--- src/rtl/advance_fa_4bit_pkg.sv ---
// Shared constants for the registered carry-lookahead adder.
package advance_fa_4bit_pkg;

  // Width of one lookahead group; the operand width must be a multiple of this.
  localparam int unsigned GROUP = 4;

  // Value loaded into every output flop while rst_n is low.
  localparam logic RESET_BIT = 1'b0;

  // True when a requested operand width can be split into whole groups.
  function automatic bit width_ok(input int unsigned width);
    return (width >= GROUP) && ((width % GROUP) == 0);
  endfunction

endpackage

--- src/rtl/advance_fa_4bit_cla_4bit.sv ---
// One 4-bit carry-lookahead group: flat two-level carries, sum, and the
// group propagate/generate pair for a future second lookahead level.
module cla_4bit
  import advance_fa_4bit_pkg::*;
(
  input  logic [3:0] a,
  input  logic [3:0] b,
  input  logic       c0,
  output logic [3:0] s,
  output logic       c4,
  output logic       P,
  output logic       G
);

  logic [3:0] g;
  logic [3:0] p;
  logic [3:0] c;

  // Bitwise generate and propagate terms.
  always_comb begin
    g = a & b;
    p = a ^ b;
  end

  // Every carry is a sum of products of g, p and c0; none depends on another carry.
  always_comb begin
    c[0] = c0;
    c[1] = g[0]
         | (p[0] & c0);
    c[2] = g[1]
         | (p[1] & g[0])
         | (p[1] & p[0] & c0);
    c[3] = g[2]
         | (p[2] & g[1])
         | (p[2] & p[1] & g[0])
         | (p[2] & p[1] & p[0] & c0);
    c4   = g[3]
         | (p[3] & g[2])
         | (p[3] & p[2] & g[1])
         | (p[3] & p[2] & p[1] & g[0])
         | (p[3] & p[2] & p[1] & p[0] & c0);
  end

  // Sum bits and group signals; G is c4 evaluated with c0 held at zero.
  always_comb begin
    s = p ^ c;
    P = &p;
    G = g[3]
      | (p[3] & g[2])
      | (p[3] & p[2] & g[1])
      | (p[3] & p[2] & p[1] & g[0]);
  end

endmodule

--- src/rtl/advance_fa_4bit.sv ---
// Registered adder: sum/c_out = a + b + c_in one clock after the inputs,
// built from WIDTH/4 lookahead groups with carries rippling between groups.
module advance_fa_4bit
  import advance_fa_4bit_pkg::*;
#(
  parameter int unsigned WIDTH = 4
) (
  input  logic             clk,
  input  logic             rst_n,
  input  logic [WIDTH-1:0] a,
  input  logic [WIDTH-1:0] b,
  input  logic             c_in,
  output logic [WIDTH-1:0] sum,
  output logic             c_out
);

  localparam int unsigned NGROUPS = WIDTH / GROUP;

  if (!width_ok(WIDTH)) begin : g_bad_width
    $error("advance_fa_4bit: WIDTH must be a positive multiple of 4");
  end

  logic [NGROUPS:0]   carry;
  logic [WIDTH-1:0]   sum_next;
  // Group P/G are produced for a later second-level lookahead and not consumed yet.
  logic [NGROUPS-1:0] grp_p_unused;
  logic [NGROUPS-1:0] grp_g_unused;

  assign carry[0] = c_in;

  for (genvar gi = 0; gi < NGROUPS; gi++) begin : g_group
    cla_4bit u_cla (
      .a  (a[gi*GROUP +: GROUP]),
      .b  (b[gi*GROUP +: GROUP]),
      .c0 (carry[gi]),
      .s  (sum_next[gi*GROUP +: GROUP]),
      .c4 (carry[gi+1]),
      .P  (grp_p_unused[gi]),
      .G  (grp_g_unused[gi])
    );
  end

  // Output register; reset overrides the freshly computed result.
  always_ff @(posedge clk) begin
    if (!rst_n) begin
      sum   <= {WIDTH{RESET_BIT}};
      c_out <= RESET_BIT;
    end else begin
      sum   <= sum_next;
      c_out <= carry[NGROUPS];
    end
  end

endmodule

--- config.mk ---
export PLATFORM = sky130hd
export DESIGN_NAME = advance_fa_4bit
export DESIGN_NICKNAME = d
export VERILOG_FILES = /design/src/rtl/advance_fa_4bit_pkg.sv /design/src/rtl/advance_fa_4bit_cla_4bit.sv /design/src/rtl/advance_fa_4bit.sv
export SDC_FILE = /design/constraint.sdc
export NUM_CORES = 1
export LEC_CHECK = 0
export CORE_AREA = 2 2 39 41
export DETAILED_ROUTE_END_ITERATION = 10
export DIE_AREA = 0 0 41 43
export PLACE_DENSITY = 0.49
export SETUP_SLACK_MARGIN = 0.02
export SLEW_MARGIN = 20
export SYNTH_ARGS = -nofsm -noshare
export SYNTH_HDL_FRONTEND = slang
export SYNTH_SLANG_ARGS = --single-unit
--- constraint.sdc ---
create_clock -name clk -period 1.9 [get_ports clk]
set_input_delay 0.38 -clock clk [delete_from_list [all_inputs] [get_ports clk]]
set_output_delay 0.38 -clock clk [all_outputs]
set_load 0.1 [all_outputs]
# Yosys cells after proc, flatten, opt, wreduce, memory -nomap -nowiden
# Index checks and enable logic that the tools add are counted.
# word_totals
ff_bits	5
input_bits	11
output_inout_bits	5
# classes
bitwise_logic	29
# op_table
op	n
bitwise AND 1 bit	16
bitwise OR 1 bit	10
bitwise XOR 4 bit	2
bitwise AND 4 bit	1

# Logic depth before layout (Yosys ltp)
# Gate-level depths: netlist (run 1).
# logic_depth
depth_word	6
ltp_mapped	4

# Cells and area by module
# From an unflattened synthesis (run 1), not the netlist that was laid out.
# unflattened
cells_unflattened	33
area_unflattened_um2	326.6
# by_module_without_submodules
mod	n_inst	cells_each	area_per_inst_um2	seq_area_each_um2
cla_4bit	1	23	195.2	0.0
advance_fa_4bit	1	10	131.4	100.1

# Worst setup path after synthesis (run 1)
# OpenSTA, ideal clock, no wires.
# synth_timing
path_type	input to register
startpoint	in a[0]
endpoint	reg sum[3]
arrival_time_ps	1256
required_ps	1828
path_slack_ps	572
cell_stages	4
path_buffers	0
path_cell_list	ha_1 > a211o_1 > a21oi_2 > mux2i_1
# synth_via
elab_chain_cells	5
word_cells_on_any_way	8
classes_between	bitwise: 8
# synth_lines
item	line_no	source
start, declared	advance_fa_4bit.sv:10	input logic [WIDTH-1:0] a,
bitwise AND 4 bit / bitwise XOR 4 bit (equally long branches)	advance_fa_4bit_cla_4bit.sv:21, advance_fa_4bit_cla_4bit.sv:22	
bitwise AND 1 bit, on equally long branches	advance_fa_4bit_cla_4bit.sv:35, advance_fa_4bit_cla_4bit.sv:36	
bitwise OR 1 bit / bitwise AND 1 bit (equally long branches)	advance_fa_4bit_cla_4bit.sv:35, advance_fa_4bit_cla_4bit.sv:36	
bitwise OR 1 bit (*)	advance_fa_4bit_cla_4bit.sv:36	| (p[2] & p[1] & p[0] & c0);
bitwise XOR 4 bit (*)	advance_fa_4bit_cla_4bit.sv:46	s = p ^ c;
end signal, assigned	advance_fa_4bit.sv:46	sum <= {WIDTH{RESET_BIT}};
end signal, assigned	advance_fa_4bit.sv:49	sum <= sum_next;
end, declared	advance_fa_4bit.sv:13	output logic [WIDTH-1:0] sum,
# Every way passes the cells marked *; elsewhere a longest branch is shown, timed or not.
# A chain may end at the register's enable or synchronous reset.

# Worst setup path after layout (run 1)
# layout_timing
startpoint	in b[0]
endpoint	reg sum[3]
# layout_via
elab_chain_cells	5
word_cells_on_any_way	8
classes_between	bitwise: 8
# layout_lines
item	line_no	source
start, declared	advance_fa_4bit.sv:11	input logic [WIDTH-1:0] b,
bitwise AND 4 bit / bitwise XOR 4 bit (equally long branches)	advance_fa_4bit_cla_4bit.sv:21, advance_fa_4bit_cla_4bit.sv:22	
bitwise AND 1 bit, on equally long branches	advance_fa_4bit_cla_4bit.sv:35, advance_fa_4bit_cla_4bit.sv:36	
bitwise OR 1 bit / bitwise AND 1 bit (equally long branches)	advance_fa_4bit_cla_4bit.sv:35, advance_fa_4bit_cla_4bit.sv:36	
bitwise OR 1 bit (*)	advance_fa_4bit_cla_4bit.sv:36	
bitwise XOR 4 bit (*)	advance_fa_4bit_cla_4bit.sv:46	
# Marked as above.

==> metrics.txt, run 1 <==
Initial Util=20.2%; placed insts=59; Crit. End Element=flop; Max Clk Rate=629 MHz; syn_nets=44; Final Cell Area=463 um^2; post-route insts no fill=63; Final Cycle Share=83.7%; pin count of the biggest net entering global routing=5; # setup viols final=0; Syn Std Cell Area=279 um^2; row count=14; dpl cell area=437 um^2; Critical Setup Path Class=in -> reg; vias in the first global route=238; Vias/cell=4.05; post-route worst setup slack=0.310 ns; sequential area share after synthesis=35.9%; number of max-cap violations=0; most common cell after layout, fill and taps aside=clkdlybuf4s50_1; post-route ant nets=0; mux cell area share after synthesis=3.59%; crit path launch=b[0]; Post-CTS Setup Bufs=0; VDD IR max=0.164 mV; post-synthesis compound-gate area fraction=19.3%; instance count on the critical path=5; Crit path largest cell delay=0.49 ns; Post-DP HPWL=459 um; synth warn=0; antenna cells=0; post-layout util=33.5%; die height=43 um; minimum clock period=1.59 ns; CORE AREA=1380 um^2; CP startpoint kind=primary input; Post-Synth XOR/XNOR Area=3.14%; clock slew at reported path FFs=0.04 ns; required time worst endpoint=2.07 ns; IO Count=16; Worst slew margin=81.5%; pwr/cell area=892 nW/um^2; Overflow after GRT=0; Top delay family on crit path=buffers and inverters; #FFs+latches synth=5; crit-path max FO=2; # port buffers=15; Routed WL=531 um; Post-Synth Adder-Cell Area=25.1%; initial antenna violation count=0; setup_tns=0 ns; via count=255; DRT iter0 DRCs=1; post-synthesis simple-gate area fraction=7.62%; WP buf/inv=1; final hold violations=0; DRC viols=0; die area=1760 um^2; crit path cell chain=clkdlybuf4s50_1 > ha_1 > a211o_1 > a21oi_2 > mux2i_1; Resized Gates After CTS=0; RSZ-0062 raised after global routing=false; Mapped Cells=28; synthesis-to-finish area growth=65.9%; # fillers=153; Nets=64; Worst Setup EP=sum[3]; commonest cells after routing, fill and taps aside=clkdlybuf4s50_1 (10), dfxtp_1 (5), buf_4 (5), inv_1 (4), ha_1 (4); synthesized area per cell=9.96 um^2; worst hold path class=in -> reg; post-synthesis cell type count=15; drt first pass iters=2; H-tree depth=1; routability cong.=0.586; Worst Tran Pin Value=0.279 ns; Die Width=41 um; CTS tree=yes; cts bufs inserted=3; Num Clock Sinks=5; Final Max Slew Viols=0; leak pwr=0.000222 uW; largest family of logic cells by synthesized area=adder cells; WL/cell=8.43 um; WP data arrival=1.76 ns; Overall Global Routing Usage=8.13%; Crit-path slowest cell=clkdlybuf4s50_1; status=complete, no violations; CTS Hold Bufs=0; root buffer cell=clkbuf_4; CTS max path bufs=2; dpl ws=0.0598 ns; layout cell share with drive strength beyond 1=21.3%; first-pass GRT wire length=869 um
==> worst min path at each step <==
stage                     cells past startpoint    from  endpoint  slack (ns)
final                                         3   rst_n    sum[3]        0.80
after global routing                          3   rst_n    sum[3]        0.81
after CTS                                     3   rst_n    sum[3]        0.79
after detailed placement                      1  sum[3]    sum[3]        0.88
after global placement                        1  sum[2]    sum[2]        0.88
after floorplan                               2   rst_n     c_out        0.49
==> cell families after synthesis <==
logic type | count (synthesis)
simple gates | 5
compound gates | 7
fa+ha+maj | 5
flops | 5
xor+xnor | 1
buf+inv | 4
mux | 1
==> cell type report <==
class	count	area, um^2	area share, %
Clock buffer	4	26.3	5.68
Inverter	4	15.0	3.24
Multi-Input combinational cell	19	164	35.4
Sequential cell	5	100	21.6
Tap cell	16	20.0	4.32
Timing Repair Buffer	15	138	29.7
==> state kept, by name (all words and copies together), names as in the netlist <==
register and cells:
sum 4, c_out 1
==> through the flow <==
| step | hold slack (ns) | total power, uW |
|---|---|---|
| 2_1_floorplan | 0.493 | 246 |
| 3_3_place_gp | 0.876 | 292 |
| 3_5_place_dp | 0.877 | 294 |
| 4_1_cts | 0.792 | 422 |
| 5_1_grt | 0.809 | 438 |
| 6_report | 0.796 | 413 |
==> power breakdown <==
part	leakage [uW]	switching (uW)	internal, uW
combinational	0.000165	116	54.4
sequential	0.0000417	2.83	117
clock	0.0000150	42.6	79.3
==> synthesized netlist by cell type <==
cell / count / area share [%]
nand2_1: 2 / 2.7
a211oi_1: 2 / 5.4
inv_1: 4 / 5.4
nor2_1: 2 / 2.7
a211o_1: 1 / 3.1
o21ai_0: 1 / 1.8
fa_1: 1 / 7.2
a21o_2: 1 / 3.1
a21oi_2: 1 / 3.1
dfxtp_1: 5 / 36
mux2i_1: 1 / 3.6
ha_1: 4 / 18
xor2_1: 1 / 3.1
nand2b_1: 1 / 2.2
o21a_1: 1 / 2.7
==> routing by layer <==
metal	vias up	routed length, um	global-route usage, %
met5	-	0	0
met1	111	198	6.43
li1	133	-	-
met2	9	284	11.6
met3	2	35	3.14
met4	0	12	12.0
Note: power is estimated with default switching activity, not from simulation.
==> run 2: changes to the inputs <==
==> constraint.sdc (replaced) <==
create_clock -name clk -period 1.6 [get_ports clk]
set_input_delay 0.32 -clock clk [delete_from_list [all_inputs] [get_ports clk]]
set_output_delay 0.32 -clock clk [all_outputs]
set_load 0.1 [all_outputs]
==> run 2 against run 1 <==
Compared with the run above: sequential cell count unchanged; first-iteration DRC count unchanged; worst hold slack worse by 0.25 ns; clock power up 17%; die area unchanged; total power up 29%; final area up 16%; largest cell class is now buffers; largest power group unchanged; highest routed layer unchanged.
==> metrics.txt, run 2 (synthesized netlist as in run 1, its figures left out) <==
status=complete, no violations; Final Max Slew Viols=0 (unchanged); IO Count=16 (unchanged); Final Cycle Share=89.5%; Worst Setup EP=sum[3]; WL met1=176 um (-11%); Vias/cell=4.08 (+0.75%); highest routed layer=met4; Crit. End Element=flop; leak pwr=0.000263 uW (+19%); Routed WL=503 um (-5.3%); routability cong.=0.580 (-1.1%); row count=14 (unchanged); Nets=65 (+1.6%); total power=532 uW (+29%); Top delay family on crit path=compound AO/OA/AOI/OAI gates; Worst slew margin=87.2% (+5.6 points); DRT iter0 DRCs=1 (unchanged); # port buffers=15 (unchanged); number of max-cap violations=0 (unchanged); antenna cells=0 (unchanged); post-route worst setup slack=0.168 ns (-0.141 ns); H-tree depth=1 (unchanged); CP startpoint kind=primary input; WL/cell=7.86 um (-6.8%); crit path cell chain=clkdlybuf4s50_1 > ha_1 > a211o_1 > a21oi_2 > mux2i_1; die area=1760 um^2 (unchanged); vias in the first global route=240 (+0.84%); Die Width=41 um (unchanged); crit path launch=a[1]; CTS tree=yes; via count=261 (+2.4%); Worst Tran Pin Value=0.192 ns (-0.0880 ns); Final Cell Area=538 um^2 (+16%); pin count of the biggest net entering global routing=5 (unchanged); minimum clock period=1.43 ns; most flop-heavy register=sum; WL met2=249 um (-12%); cts bufs inserted=3 (unchanged); crit-path max FO=3 (+1); Num Clock Sinks=5 (unchanged); CORE AREA=1380 um^2 (unchanged); most common cell after layout, fill and taps aside=clkdlybuf4s50_1; Post-DP HPWL=445 um (-3.0%); Overall Global Routing Usage=8.05% (-0.084 points); first-pass GRT wire length=869 um (unchanged); die height=43 um (unchanged); drt first pass iters=2 (unchanged); instance count on the critical path=5 (unchanged); Crit-path slowest cell=clkdlybuf4s50_1; root buffer cell=clkbuf_4; commonest cells after routing, fill and taps aside=clkdlybuf4s50_1 (8), dfxtp_1 (5), buf_12 (5), inv_1 (4), ha_1 (4); synthesis-to-finish area growth=92.8%; DR WL met3=48 um (+37%); Post-CTS Setup Bufs=0 (unchanged); max reg flops=4 (unchanged); WP data arrival=1.60 ns (-0.16 ns); worst hold path class=in -> reg; WP buf/inv=1 (unchanged); dpl ws=-0.165 ns (-0.225 ns); pwr/cell area=990 nW/um^2 (+11%); Initial Util=20.2% (unchanged); VDD IR max=0.220 mV (+34%); Crit path largest cell delay=0.41 ns (-0.08 ns); Overflow after GRT=0 (unchanged); DRC viols=0 (unchanged); Top Registers=sum: 4 flops, c_out: 1 flops; post-route ant nets=0 (unchanged); Max Clk Rate=699 MHz; clock slew at reported path FFs=0.04 ns (about the same); CTS max path bufs=2 (unchanged); final hold violations=0 (unchanged); RSZ-0062 raised after global routing=false; # setup viols final=0 (unchanged); Critical Setup Path Class=in -> reg; required time worst endpoint=1.77 ns (-0.30 ns); dpl cell area=507 um^2 (+16%); layout cell share with drive strength beyond 1=22.9% (+1.6 points); initial antenna violation count=0 (unchanged)
-- run 2: changes by cell type in the layout (fill, tap and decap cells not counted), sizes merged --
cell	previous run	this run
dlymetal6s2s	0	2
clkdlybuf4s50	10	8
buf	5	6
-- run 2: routing by layer --
metal | global-route usage, % | vias up
li1 | - | 135
met1 | 7.44 | 111
met2 | 11.3 | 11
met3 | 1.57 | 4
met4 | 12.0 | 0
met5 | 0 | -
-- run 2: layout make-up --
cell class                 count  area (um^2)
fill                         141          846
timing repair buffer          16          213
multi-input combinational     19          164
sequential                     5          100
clock buffer                   4         26.3
tap                           16         20.0
inverter                       4         15.0
-- run 2: how the worst min path moves through the flow --
stage	from	endpoint	slack (ns)	depth (start not counted)
after floorplan	rst_n	c_out	0.43	2
after global placement	sum[2]	sum[2]	0.79	1
after detailed placement	sum[2]	sum[2]	0.79	1
after CTS	rst_n	sum[0]	0.75	3
after global routing	b[0]	sum[0]	0.57	4
final	a[0]	sum[0]	0.55	4
-- run 2: what timing repair did --
action / in CTS / in global routing
setup endpoints to repair: 0 / 1
hold buffers: 0 / 0
resized for setup: 0 / 2
-- run 2: through the flow --
stage / util, % / hold slack, ns / std cells / TNS (ns)
after detailed placement: 36.6 / 0.787 / 60 / -0.396
after floorplan: - / 0.433 / 28 / 0
after CTS: 38.5 / 0.751 / 64 / 0
after global routing: 38.9 / 0.570 / 64 / 0
after global placement: 36.6 / 0.787 / 60 / -0.373
final: 38.9 / 0.547 / 64 / 0
-- run 2: where the power goes --
group | switching, uW | internal, uW
Combinational | 138 | 101
Clock | 49.4 | 94.1
Sequential | 10.5 | 140
==> run 3: changes to the inputs <==
--- a/config.mk
+++ b/config.mk
@@ -10,7 +10,6 @@
 export DIE_AREA = 0 0 41 43
 export PLACE_DENSITY = 0.49
 export SETUP_SLACK_MARGIN = 0.02
-export SLEW_MARGIN = 20
 export SYNTH_ARGS = -nofsm -noshare
 export SYNTH_HDL_FRONTEND = slang
 export SYNTH_SLANG_ARGS = --single-unit
==> results of run 3 <==
Same layout as run 2: the final DEF is identical, and so are final timing and power.
==> variant (flow settings as in run 1) <==
Put one more register stage on the output `sum`, without a reset. The value now appears one clock later. The other outputs are not delayed to match. Comments in the files are not updated.
--- a/src/rtl/advance_fa_4bit.sv
+++ b/src/rtl/advance_fa_4bit.sv
@@ -15,6 +15,8 @@
 );
 
   localparam int unsigned NGROUPS = WIDTH / GROUP;
+
+  logic [WIDTH-1:0] sum_s0;
 
   if (!width_ok(WIDTH)) begin : g_bad_width
     $error("advance_fa_4bit: WIDTH must be a positive multiple of 4");
@@ -43,13 +45,17 @@
   // Output register; reset overrides the freshly computed result.
   always_ff @(posedge clk) begin
     if (!rst_n) begin
-      sum   <= {WIDTH{RESET_BIT}};
+      sum_s0 <= {WIDTH{RESET_BIT}};
       c_out <= RESET_BIT;
     end else begin
-      sum   <= sum_next;
+      sum_s0 <= sum_next;
       c_out <= carry[NGROUPS];
     end
   end
 
+  always_ff @(posedge clk) begin
+    sum <= sum_s0;
+  end
+
 endmodule
 
Behaviour: not the same (Yosys sat finds a counterexample within 4 cycles, from zero or initial values and one cycle with rst_n low).
==> variant against run 1 <==
- non-clock buffer count unchanged
- sequential share of layout area increased by 11 points
- routed wire length increased by 3.8%
- synthesized area increased by 31%
- sequential cell count increased by 4
- total power increased by 28%
- setup slack improved by 0.030 ns
- synthesized cell count increased by 18%
- global-route usage decreased by 0.49 points
- cell area increased by 19%
- critical path type unchanged
- highest routed layer unchanged
==> variant: results (changes against run 1) <==
Clocking
  – Post-CTS setup buffers: 0 (unchanged)
  – Post-CTS Resized: 0 (unchanged)
  – Clock-pin slew on the worst setup and hold paths: 0.06 ns (was 0.04 ns)
  – CTS Buf Count: 3 (unchanged)
  – Clk_lat worst skew: 0.25 ns
  – H-tree depth: 1 (unchanged)
  – Maximum buffer depth of the clock tree: 2 (unchanged)
  – Root Buffer: clkbuf_4 (unchanged)

Logic synthesis
  – Commonest cells post-synth: 9 x dfxtp_1, 4 x ha_1, 4 x inv_1, 2 x nand2_1, 2 x nor2_1 (was 5 x dfxtp_1, 4 x ha_1, 4 x inv_1)
  – Register area share after synthesis: 0.493 (was 0.359)
  – Async set or reset register ratio after synthesis: 0 (unchanged)
  – Syn nets: 49 (was 44)
  – Yosys synthesis warning count: 0 (unchanged)
  – Area contributors post-synth: dfxtp_1 49%, ha_1 14%, fa_1 5.5% (was dfxtp_1 36%, ha_1 18%, fa_1 7.2%)
  – Synth unique cells: 17 (was 15)

Placed design
  – Placer Congestion: 0.673 (was 0.586)
  – IO Port Bufs: 15 (unchanged)
  – Placed instance area: 523 sq um (was 437 sq um)
  – DP Wirelength: 478 um (was 459 um)
  – DP Worst Slack: 0.0964 ns (was 0.0598 ns)

Global routing
  – Met3 usage: 0.0157 (was 0.0314)
  – Antenna violations before repair: 0 (unchanged)
  – Met2 Use GR: 0.116 (unchanged)
  – GRT Util Overall: 0.0764 (was 0.0813)
  – Pin count of the biggest net entering global routing: 6 (was 5)
  – First-pass GRT wire length: 883 um (was 869 um)
  – Met1 usage: 0.0774 (was 0.0643)
  – Vias in the first global route: 253 (was 238)

STA
  – Setup Skew: 0.000226 ns
  – Tightest slew margin relative to the limit: 0.817 (was 0.815)

Status
  – Status: completed (unchanged)

Run
  – Max-cap viol count: 0 (unchanged)

Pwr
  – Worst ir drop on vdd: 0.225 mV (was 0.164 mV)
  – Leak: 0.267 nW (was 0.222 nW)

Detailed routing
  – Final WL: 551 um (was 531 um)
  – Via count: 279 (was 255)
  – DR iter-0 viols: 1 (unchanged)
  – Drt first pass iters: 2 (unchanged)

Cells and area
  – Final #Nets: 69 (was 64)
  – Layout cells sized above 1: 0.192 (was 0.213)
  – Largest regs: sum: 4 flops, sum_s0: 4 flops, c_out: 1 flops (was sum: 4 flops, c_out: 1 flops)
  – Antenna diodes: 0 (unchanged)

Critical path
  – CP Data Arrival Time: 1.74 ns (was 1.76 ns)
  – CP Max Fanout: 4 (was 2)

Worst hold path
  – Hold WC Path Type: register to register (was primary input to register)
## variant: area by class of cell
| type | instances | area [sq um] |
|---|---|---|
| clock buffer | 4 | 26.3 |
| multi-input combinational | 20 | 170 |
| inverter | 4 | 15.0 |
| fill | 141 | 835 |
| tap | 16 | 20.0 |
| sequential | 9 | 180 |
| timing repair buffer | 15 | 138 |
## variant: path summary, 6_finish.rpt
path / start / endpoint / slack (ns) / depth (start not counted)
max: a[1] / sum_s0[3] / 0.34 / 5
min: sum_s0[2] / sum[2] / 0.32 / 0
max reg2reg: sum_s0[3] / sum[3] / 1.50 / 0
min reg2reg: sum_s0[2] / sum[2] / 0.32 / 0
## variant: critical path, stage by stage
cell and delay [ns]:
clkdlybuf4s50_1 0.40, ha_1 0.35, a21o_1 0.23, a21oi_2 0.18, mux2i_1 0.19
## variant: per-layer routing
layer | share of wire | vias up
met1 | 0.38 | 117
met2 | 0.50 | 12
li1 | - | 148
met3 | 0.096 | 2
met5 | 0 | -
met4 | 0.025 | 0
## variant: stage by stage
| step | hold slack, ns | instances |
|---|---|---|
| 4_1_cts | 0.326 | 68 |
| 3_3_place_gp | 0.312 | 64 |
| 2_1_floorplan | 0.310 | 33 |
| 6_report | 0.325 | 68 |
| 3_5_place_dp | 0.312 | 64 |
| 5_1_grt | 0.335 | 68 |
## variant: power by group
part	switching, mW	total [mW]	internal, mW
Clock	0.0593	0.140	0.0804
Combinational	0.118	0.173	0.0544
Sequential	0.00455	0.215	0.211
Total	0.182	0.528	0.346
## variant: logic make-up after synthesis
logic type	synth area share
buffers and inverters	0.0411
and+or+nand+nor	0.123
AOI/OAI and AO/OA	0.0993
muxes	0.0274
adders and majority gates	0.192
xor gates and xnor gates	0.0240
DFF	0.493
